<file path="src/rtl/trena_pkg.sv">
// Shared definitions for the ultrasonic tape-measure control unit.
// State codes are fixed because db_estado exposes them on the debug port.
package trena_pkg;

   localparam int unsigned ESTADO_W              = 4;
   localparam int unsigned TIMEOUT_CICLOS_PADRAO = 3_000_000;
   localparam int unsigned TIMEOUT_BITS_PADRAO   = 22;

   typedef enum logic [ESTADO_W-1:0] {
      ST_INICIAL             = 4'd0,
      ST_PREPARACAO          = 4'd1,
      ST_MEDICAO             = 4'd2,
      ST_AGUARDA_MEDIDA      = 4'd3,
      ST_TRANSMISSAO         = 4'd4,
      ST_AGUARDA_TRANSMISSAO = 4'd5,
      ST_PROXIMO             = 4'd6,
      ST_FINAL               = 4'd7,
      ST_ERRO                = 4'd15
   } estado_t;

endpackage

</file>
<file path="src/rtl/contador_m.sv">
// Modulo-M up counter with async and sync clear; saturates at M-1 instead of wrapping.
// fim flags the terminal count.
module contador_m #(
   parameter int unsigned M = 100,
   parameter int unsigned N = 7
) (
   input  logic clock,
   input  logic zera_as,
   input  logic zera_s,
   input  logic conta,
   output logic fim
);

   logic [N-1:0] q;

   always_ff @(posedge clock or posedge zera_as) begin
      if (zera_as) begin
         q <= '0;
      end else if (zera_s) begin
         q <= '0;
      end else if (conta && (q != N'(M - 1))) begin
         q <= q + N'(1);
      end
   end

   assign fim = (q == N'(M - 1));

endmodule

</file>
<file path="src/rtl/trena_uc.sv">
// Control unit: clear counter, trigger one measurement, send four ASCII characters,
// pulse pronto; a watchdog aborts to erro if the sensor never answers.
module trena_uc
   import trena_pkg::*;
#(
   parameter int unsigned TIMEOUT_CICLOS = TIMEOUT_CICLOS_PADRAO,
   parameter int unsigned TIMEOUT_BITS   = TIMEOUT_BITS_PADRAO
) (
   input  logic                clock,
   input  logic                reset,
   input  logic                mensurar,
   input  logic                pronto_medida,
   input  logic                pronto_transmissao,
   input  logic                fim_serial,
   output logic                zera,
   output logic                medir,
   output logic                partida_serial,
   output logic                conta_ascii,
   output logic                pronto,
   output logic                erro,
   output logic [ESTADO_W-1:0] db_estado
);

   estado_t estado;
   estado_t proximo_estado;
   logic    aguardando;
   logic    timeout;

   assign aguardando = (estado == ST_AGUARDA_MEDIDA);

   // Watchdog runs only while waiting for the sensor and is cleared everywhere else.
   contador_m #(
      .M (TIMEOUT_CICLOS),
      .N (TIMEOUT_BITS)
   ) u_watchdog (
      .clock   (clock),
      .zera_as (reset),
      .zera_s  (!aguardando),
      .conta   (aguardando),
      .fim     (timeout)
   );

   always_ff @(posedge clock or posedge reset) begin
      if (reset) begin
         estado <= ST_INICIAL;
      end else begin
         estado <= proximo_estado;
      end
   end

   // A result arriving on the terminal watchdog cycle takes priority over the timeout.
   always_comb begin
      proximo_estado = ST_INICIAL;
      case (estado)
         ST_INICIAL:             proximo_estado = mensurar ? ST_PREPARACAO : ST_INICIAL;
         ST_PREPARACAO:          proximo_estado = ST_MEDICAO;
         ST_MEDICAO:             proximo_estado = ST_AGUARDA_MEDIDA;
         ST_AGUARDA_MEDIDA: begin
            if (pronto_medida) begin
               proximo_estado = ST_TRANSMISSAO;
            end else if (timeout) begin
               proximo_estado = ST_ERRO;
            end else begin
               proximo_estado = ST_AGUARDA_MEDIDA;
            end
         end
         ST_TRANSMISSAO:         proximo_estado = ST_AGUARDA_TRANSMISSAO;
         ST_AGUARDA_TRANSMISSAO: begin
            if (pronto_transmissao) begin
               proximo_estado = fim_serial ? ST_FINAL : ST_PROXIMO;
            end else begin
               proximo_estado = ST_AGUARDA_TRANSMISSAO;
            end
         end
         ST_PROXIMO:             proximo_estado = ST_TRANSMISSAO;
         ST_FINAL:               proximo_estado = ST_INICIAL;
         ST_ERRO:                proximo_estado = mensurar ? ST_PREPARACAO : ST_ERRO;
         default:                proximo_estado = ST_INICIAL;
      endcase
   end

   // Moore output decode from the state register.
   always_comb begin
      zera           = 1'b0;
      medir          = 1'b0;
      partida_serial = 1'b0;
      conta_ascii    = 1'b0;
      pronto         = 1'b0;
      erro           = 1'b0;
      case (estado)
         ST_PREPARACAO:  zera           = 1'b1;
         ST_MEDICAO:     medir          = 1'b1;
         ST_TRANSMISSAO: partida_serial = 1'b1;
         ST_PROXIMO:     conta_ascii    = 1'b1;
         ST_FINAL:       pronto         = 1'b1;
         ST_ERRO:        erro           = 1'b1;
         default:        ;
      endcase
   end

   assign db_estado = estado;

endmodule

</file>
<file path="config.mk">
export PLATFORM = sky130hd
export DESIGN_NAME = trena_uc
export DESIGN_NICKNAME = d
export VERILOG_FILES = /design/src/rtl/trena_pkg.sv /design/src/rtl/contador_m.sv /design/src/rtl/trena_uc.sv
export SDC_FILE = /design/constraint.sdc
export NUM_CORES = 1
export LEC_CHECK = 0
export CORE_MARGIN = 2
export CORE_UTILIZATION = 50
export CTS_CLUSTER_DIAMETER = 30
export DETAILED_ROUTE_END_ITERATION = 8
export PLACE_DENSITY_LB_ADDON = 0.2
export RECOVER_POWER = 100
export SYNTH_ARGS = -nofsm -noshare
export SYNTH_HDL_FRONTEND = slang
export SYNTH_SLANG_ARGS = --single-unit
</file>
<file path="constraint.sdc">
create_clock -name clock -period 5.42 [get_ports clock]
set_clock_uncertainty 0.05 [all_clocks]
set_input_delay 1.084 -clock clock [delete_from_list [all_inputs] [get_ports clock]]
set_output_delay 1.084 -clock clock [all_outputs]
set_load 0.05 [all_outputs]
</file>
### After elaboration in Yosys (flattened, before gate mapping)

Index checks and enable logic that the tools add are counted.

* div/mod/pow operators: 0
* shift operators: 0
* reduce and logical (&&, ||, !) cells: 2
* $lt $le $gt $ge: 0
* muxes and demuxes: 15
* equality and inequality tests: 11
* bitwise logic cells: 0
* multiply operators: 0
* add/subtract/negate cells: 1

Operator list (number)
* $mux W22: 2
* $pmux W4 S8: 1
* $add A22 B1 Y22 const B: 1
* $eq A22 B22 Y1 const B: 1
* $ne A22 B22 Y1 const B: 1
* $eq A4 B3 Y1 const B: 4
* $mux W4: 3
* $eq A4 B2 Y1 const B: 2
* $mux W1: 8
* $eq A4 B1 Y1 const B: 1
* $eq A4 B4 Y1 const B: 1
* $logic_not A4 Y1: 1
* $mux W2: 1
* $ne A2 B2 Y1 const B: 1
* $logic_and A1 B1 Y1: 1

* ROM bits: 0
* bits in registers: 26
* memories: 0
* input port bits: 6
* latch bits: 0
* output and inout port bits: 10
* RAM bits: 0

### Logic depth before layout (Yosys ltp)

* word-level depth: 4
* gate-level depth with buffers: 6
* gate-level depth less buffers: 5

### Cells and area by module

Synthesis repeated with hierarchy kept, for this count alone.

* cells, all modules: 181
* area total of the unflattened synthesis: 1660.3 um^2

By module, submodules not included
* contador_m: cells each 141, seq. area each 550.5 um^2, times used 1, area each 1327.5 um^2
* trena_uc: cells each 40, seq. area each 100.1 um^2, times used 1, area each 332.8 um^2

### Worst setup path before layout

Ideal clock, no wire load.

* kind: register -> output
* start point: reg estado[1], in the netlist db_estado[1]
* end point: out medir
* stages on the path, launching flop included: 4
* setup slack: 2.178 ns
* arrival time: 2.108 ns
* cell sequence: dfrtp_1 clkbuf_1 nand2b_1 nor3_1

* cells in the longest elaborated chain, start to end: 2

RTL lines
* from (decl): line trena_uc.sv:24 `estado_t estado;`
* from (signal assigned): line trena_uc.sv:47 `estado <= proximo_estado;`
* $eq A4 B2 Y1: line trena_uc.sv:90 `case (estado)`
* $mux W1: line trena_uc.sv:90
* to (decl): line trena_uc.sv:16 `output logic medir,`

No other way between the ends.

### Worst setup path after layout

* start point: reg estado[0], in the netlist db_estado[0]
* end point: out medir

The elaborated chain is that of the path after synthesis.

==> metrics.md <==
| Metric | Value |
|---|---|
| R2R Setup Slk | `2.94 ns` |
| Synthesized flop and latch total | `26` |
| Ranking of synthesized cells by area | `dfrtp_1, nor2_1, nand2_1` |
| CTS buffer count | `3` |
| Crit path launch type | `flop` |
| Largest net degree at the start of global routing | `27` |
| DR WL/cell | `14.6 um` |
| Initial antenna violation count | `0` |
| Syn Nets | `172` |
| Hold_sp | `u_watchdog.q[5]$_DFFE_PP0P_` |
| Worst reg2reg path depth | `4` |
| Vias | `1283` |
| Compound-Gate Fraction of Synth Area | `16.1%` |
| WP depth | `3` |
| Hold EP | `u_watchdog.q[5]$_DFFE_PP0P_` |
| Hold_ws | `0.468 ns` |
| Nets | `185` |
| Routability-driven placement congestion ratio | `0.786` |
| IO buf count | `15` |
| VDD IR max | `0.000333 V` |
| Post-synthesis cell area | `0.00149 mm^2` |
| Synth top area share | `43.8%` |
| Postcts setup bufs | `0` |
| CTS tree | `built` |
| Hold Crit Class | `flop to flop` |
| Max Cap Violations | `0` |
| Pwr per Cell Area | `361 mW/mm^2` |
| Syn Inst Count | `165` |
| Crit path cell chain | `nand2b_1 > nor3_1 > dlygate4sd3_1` |
| RSZ-0062 raised after global routing | `no` |
| Main synth FF type | `dfrtp_1` |
| Post-Synth Adder-Cell Area | `0.842%` |
| Worst path slowest cell | `dlygate4sd3_1` |
| CP top delay family | `buffers and inverters` |
| Tot Pwr | `600 uW` |
| Antenna Nets Post-Route | `0` |
| DR pass1 iterations | `4` |
| Setup Viol. Count Final | `0` |
| Rows | `19` |
| Die ar. | `0.00343 mm^2` |
| Routed wire length | `3030 um` |
| Diode count | `0` |
| Die W | `58.5 um` |
| Run status | `finished clean` |
| R2R Path End | `db_estado[3]$_DFF_PP0_` |
| CP endpoint kind | `primary output` |
| Clk sink count | `26` |
| Post-DP HPWL | `2160 um` |
| CP max stage delay | `0.89 ns` |
| I/O pin count | `16` |
| Min Clock Period, post-route | `3.24 ns` |
| Post-Synth Simple-Gate Area | `30.5%` |
| Starting Density | `53.4%` |
| Mux share of post-synthesis cell area | `2.02%` |
| Seq/Total Area, Yosys | `43.8%` |
| Critical path peak fanout | `14` |
| Most frequent cell after synthesis | `dfrtp_1` |
| First-pass GRT wire length | `5110 um` |
| Clk slew on worst S/H paths | `0.14 ns` |
| Core area | `0.00278 mm^2` |
| Hold Crit Depth | `1` |
| Worst EP required | `4.29 ns` |
| Die height | `58.5 um` |
| DRT met1 WL | `1410 um` |
| Tcrit/Tclk final | `59.8%` |
| Setup slack after layout | `2.18 ns` |
| Hold Vio Cnt, Final | `0` |
| Fin. max-slew vios | `0` |
| CTS Hold Bufs | `0` |
| Fmax | `309 MHz` |
| YS warnings | `0` |
| Mean post-synth cell area | `9.01 um^2` |
| H-tree depth | `1` |
| Count of cell types in the netlist | `38` |
| Worst-Margin Slew | `1.30 ns` |
| DR WL met2 | `1520 um` |
| CP Class | `flop to primary output` |
| Worst rel slew slack | `12.2%` |
| Leak Pwr | `0.000709 uW` |
| Largest family of logic cells by synthesized area | `simple AND/OR/NAND/NOR gates` |
| Post-synth EDFFs | `0` |
| CTS Buffer Depth | `2` |
| # resized after CTS | `0` |
| Post-route DRC | `0` |
| Setup tns final | `0 ns` |
| Root Driver | `clkbuf_4` |
| Post-Synth XOR/XNOR Area | `3.54%` |
| Synth async-reset ratio | `100%` |
| Worst R2R Start | `u_watchdog.q[12]$_DFFE_PP0P_` |
| Avg Vias per Cell | `6.17` |
| Cell taking the most area after synthesis | `dfrtp_1` |
| Pre-CTS WS | `2.60 ns` |
| Worst EP arrival | `2.11 ns` |
| Routed length on met3 | `86 um` |
| Number of global-route vias before repair | `1121` |
| Synth-to-Final Area Change | `11.6%` |
| DR top layer | `met4` |
| Layout cell share with drive strength beyond 1 | `7.91%` |
| Tot GR Track Use | `19.4%` |
| Crit path buffers/inverters | `1` |
| Total global routing overflow | `0` |
| Worst-Skew Late Latency | `0.31 ns` |
| 1st-iter DRT viols | `56` |
| Post-synth top cells | `dfrtp_1, nor2_1, nand2_1, a21oi_1` |
-- worst max-delay path by stage --
stage / startpoint / to / slack, ns
after floorplan: db_estado[1]$_DFF_PP0_ / medir / 2.18
after global placement: db_estado[0]$_DFF_PP0_ / medir / 2.63
after detailed placement: db_estado[0]$_DFF_PP0_ / medir / 2.60
after CTS: db_estado[0]$_DFF_PP0_ / medir / 2.21
after global routing: db_estado[0]$_DFF_PP0_ / medir / 2.03
final: db_estado[0]$_DFF_PP0_ / medir / 2.18
-- cell type report --
class	instances	area (um^2)
fillers	245	1120
multi-input cells	126	757
clock buffers	4	36.3
flip-flops and latches	26	651
repair buffers	16	158
inverters	5	18.8
well taps	31	38.8
-- per-stage QoR --
step	instances	util [%]	cell area, um^2
after floorplan	165	-	1490
final	208	59.6	1660
after detailed placement	204	59.6	1660
after global placement	204	59.6	1660
after global routing	208	59.6	1660
after CTS	208	61.0	1700
-- state kept, by name, indices dropped and copies added, names as in the netlist --
name / flops
u_watchdog.q: 22
db_estado: 4
-- cells in the final DEF, fill, tap and decap left out, types with 2 or more instances in the layout --
cell type / instances
xnor2_1: 4
mux2i_1: 3
o22ai_1: 3
xor2_1: 2
and3_1: 3
o31ai_1: 2
clkbuf_4: 3
o21ai_0: 5
o32ai_1: 2
a21oi_1: 11
a31oi_1: 6
inv_1: 5
a31o_2: 5
nand2b_1: 4
or3_2: 2
nor4_1: 5
or4bb_1: 2
or4_1: 2
clkdlybuf4s50_1: 2
nand2_1: 16
nor2_1: 20
and2_1: 2
dfrtp_1: 26
nand4_1: 5
nand3_1: 9
dlygate4sd3_1: 13
nor3_1: 4
-- logic make-up after synthesis --
family                     Yosys count
DFF                                 26
muxes                                3
and+or+nand+nor                     79
buffers and inverters               13
adders and majority gates            1
AOI/OAI and AO/OA                   37
xor gates and xnor gates             6
-- metal layers --
| metal | global-route usage (%) | vias up |
|---|---|---|
| met5 | 0 | - |
| met4 | 7.97 | 0 |
| met3 | 2.86 | 2 |
| met2 | 32.1 | 20 |
| met1 | 25.5 | 626 |
| li1 | - | 635 |
-- power breakdown --
group / leakage, uW / internal, uW / switching, uW
Combinational: 0.000331 / 83.3 / 169
Sequential: 0.000357 / 210 / 40.7
Clock: 0.0000210 / 41.0 / 55.6
Total: 0.000709 / 334 / 266
Note: power is estimated with default switching activity, not from simulation.
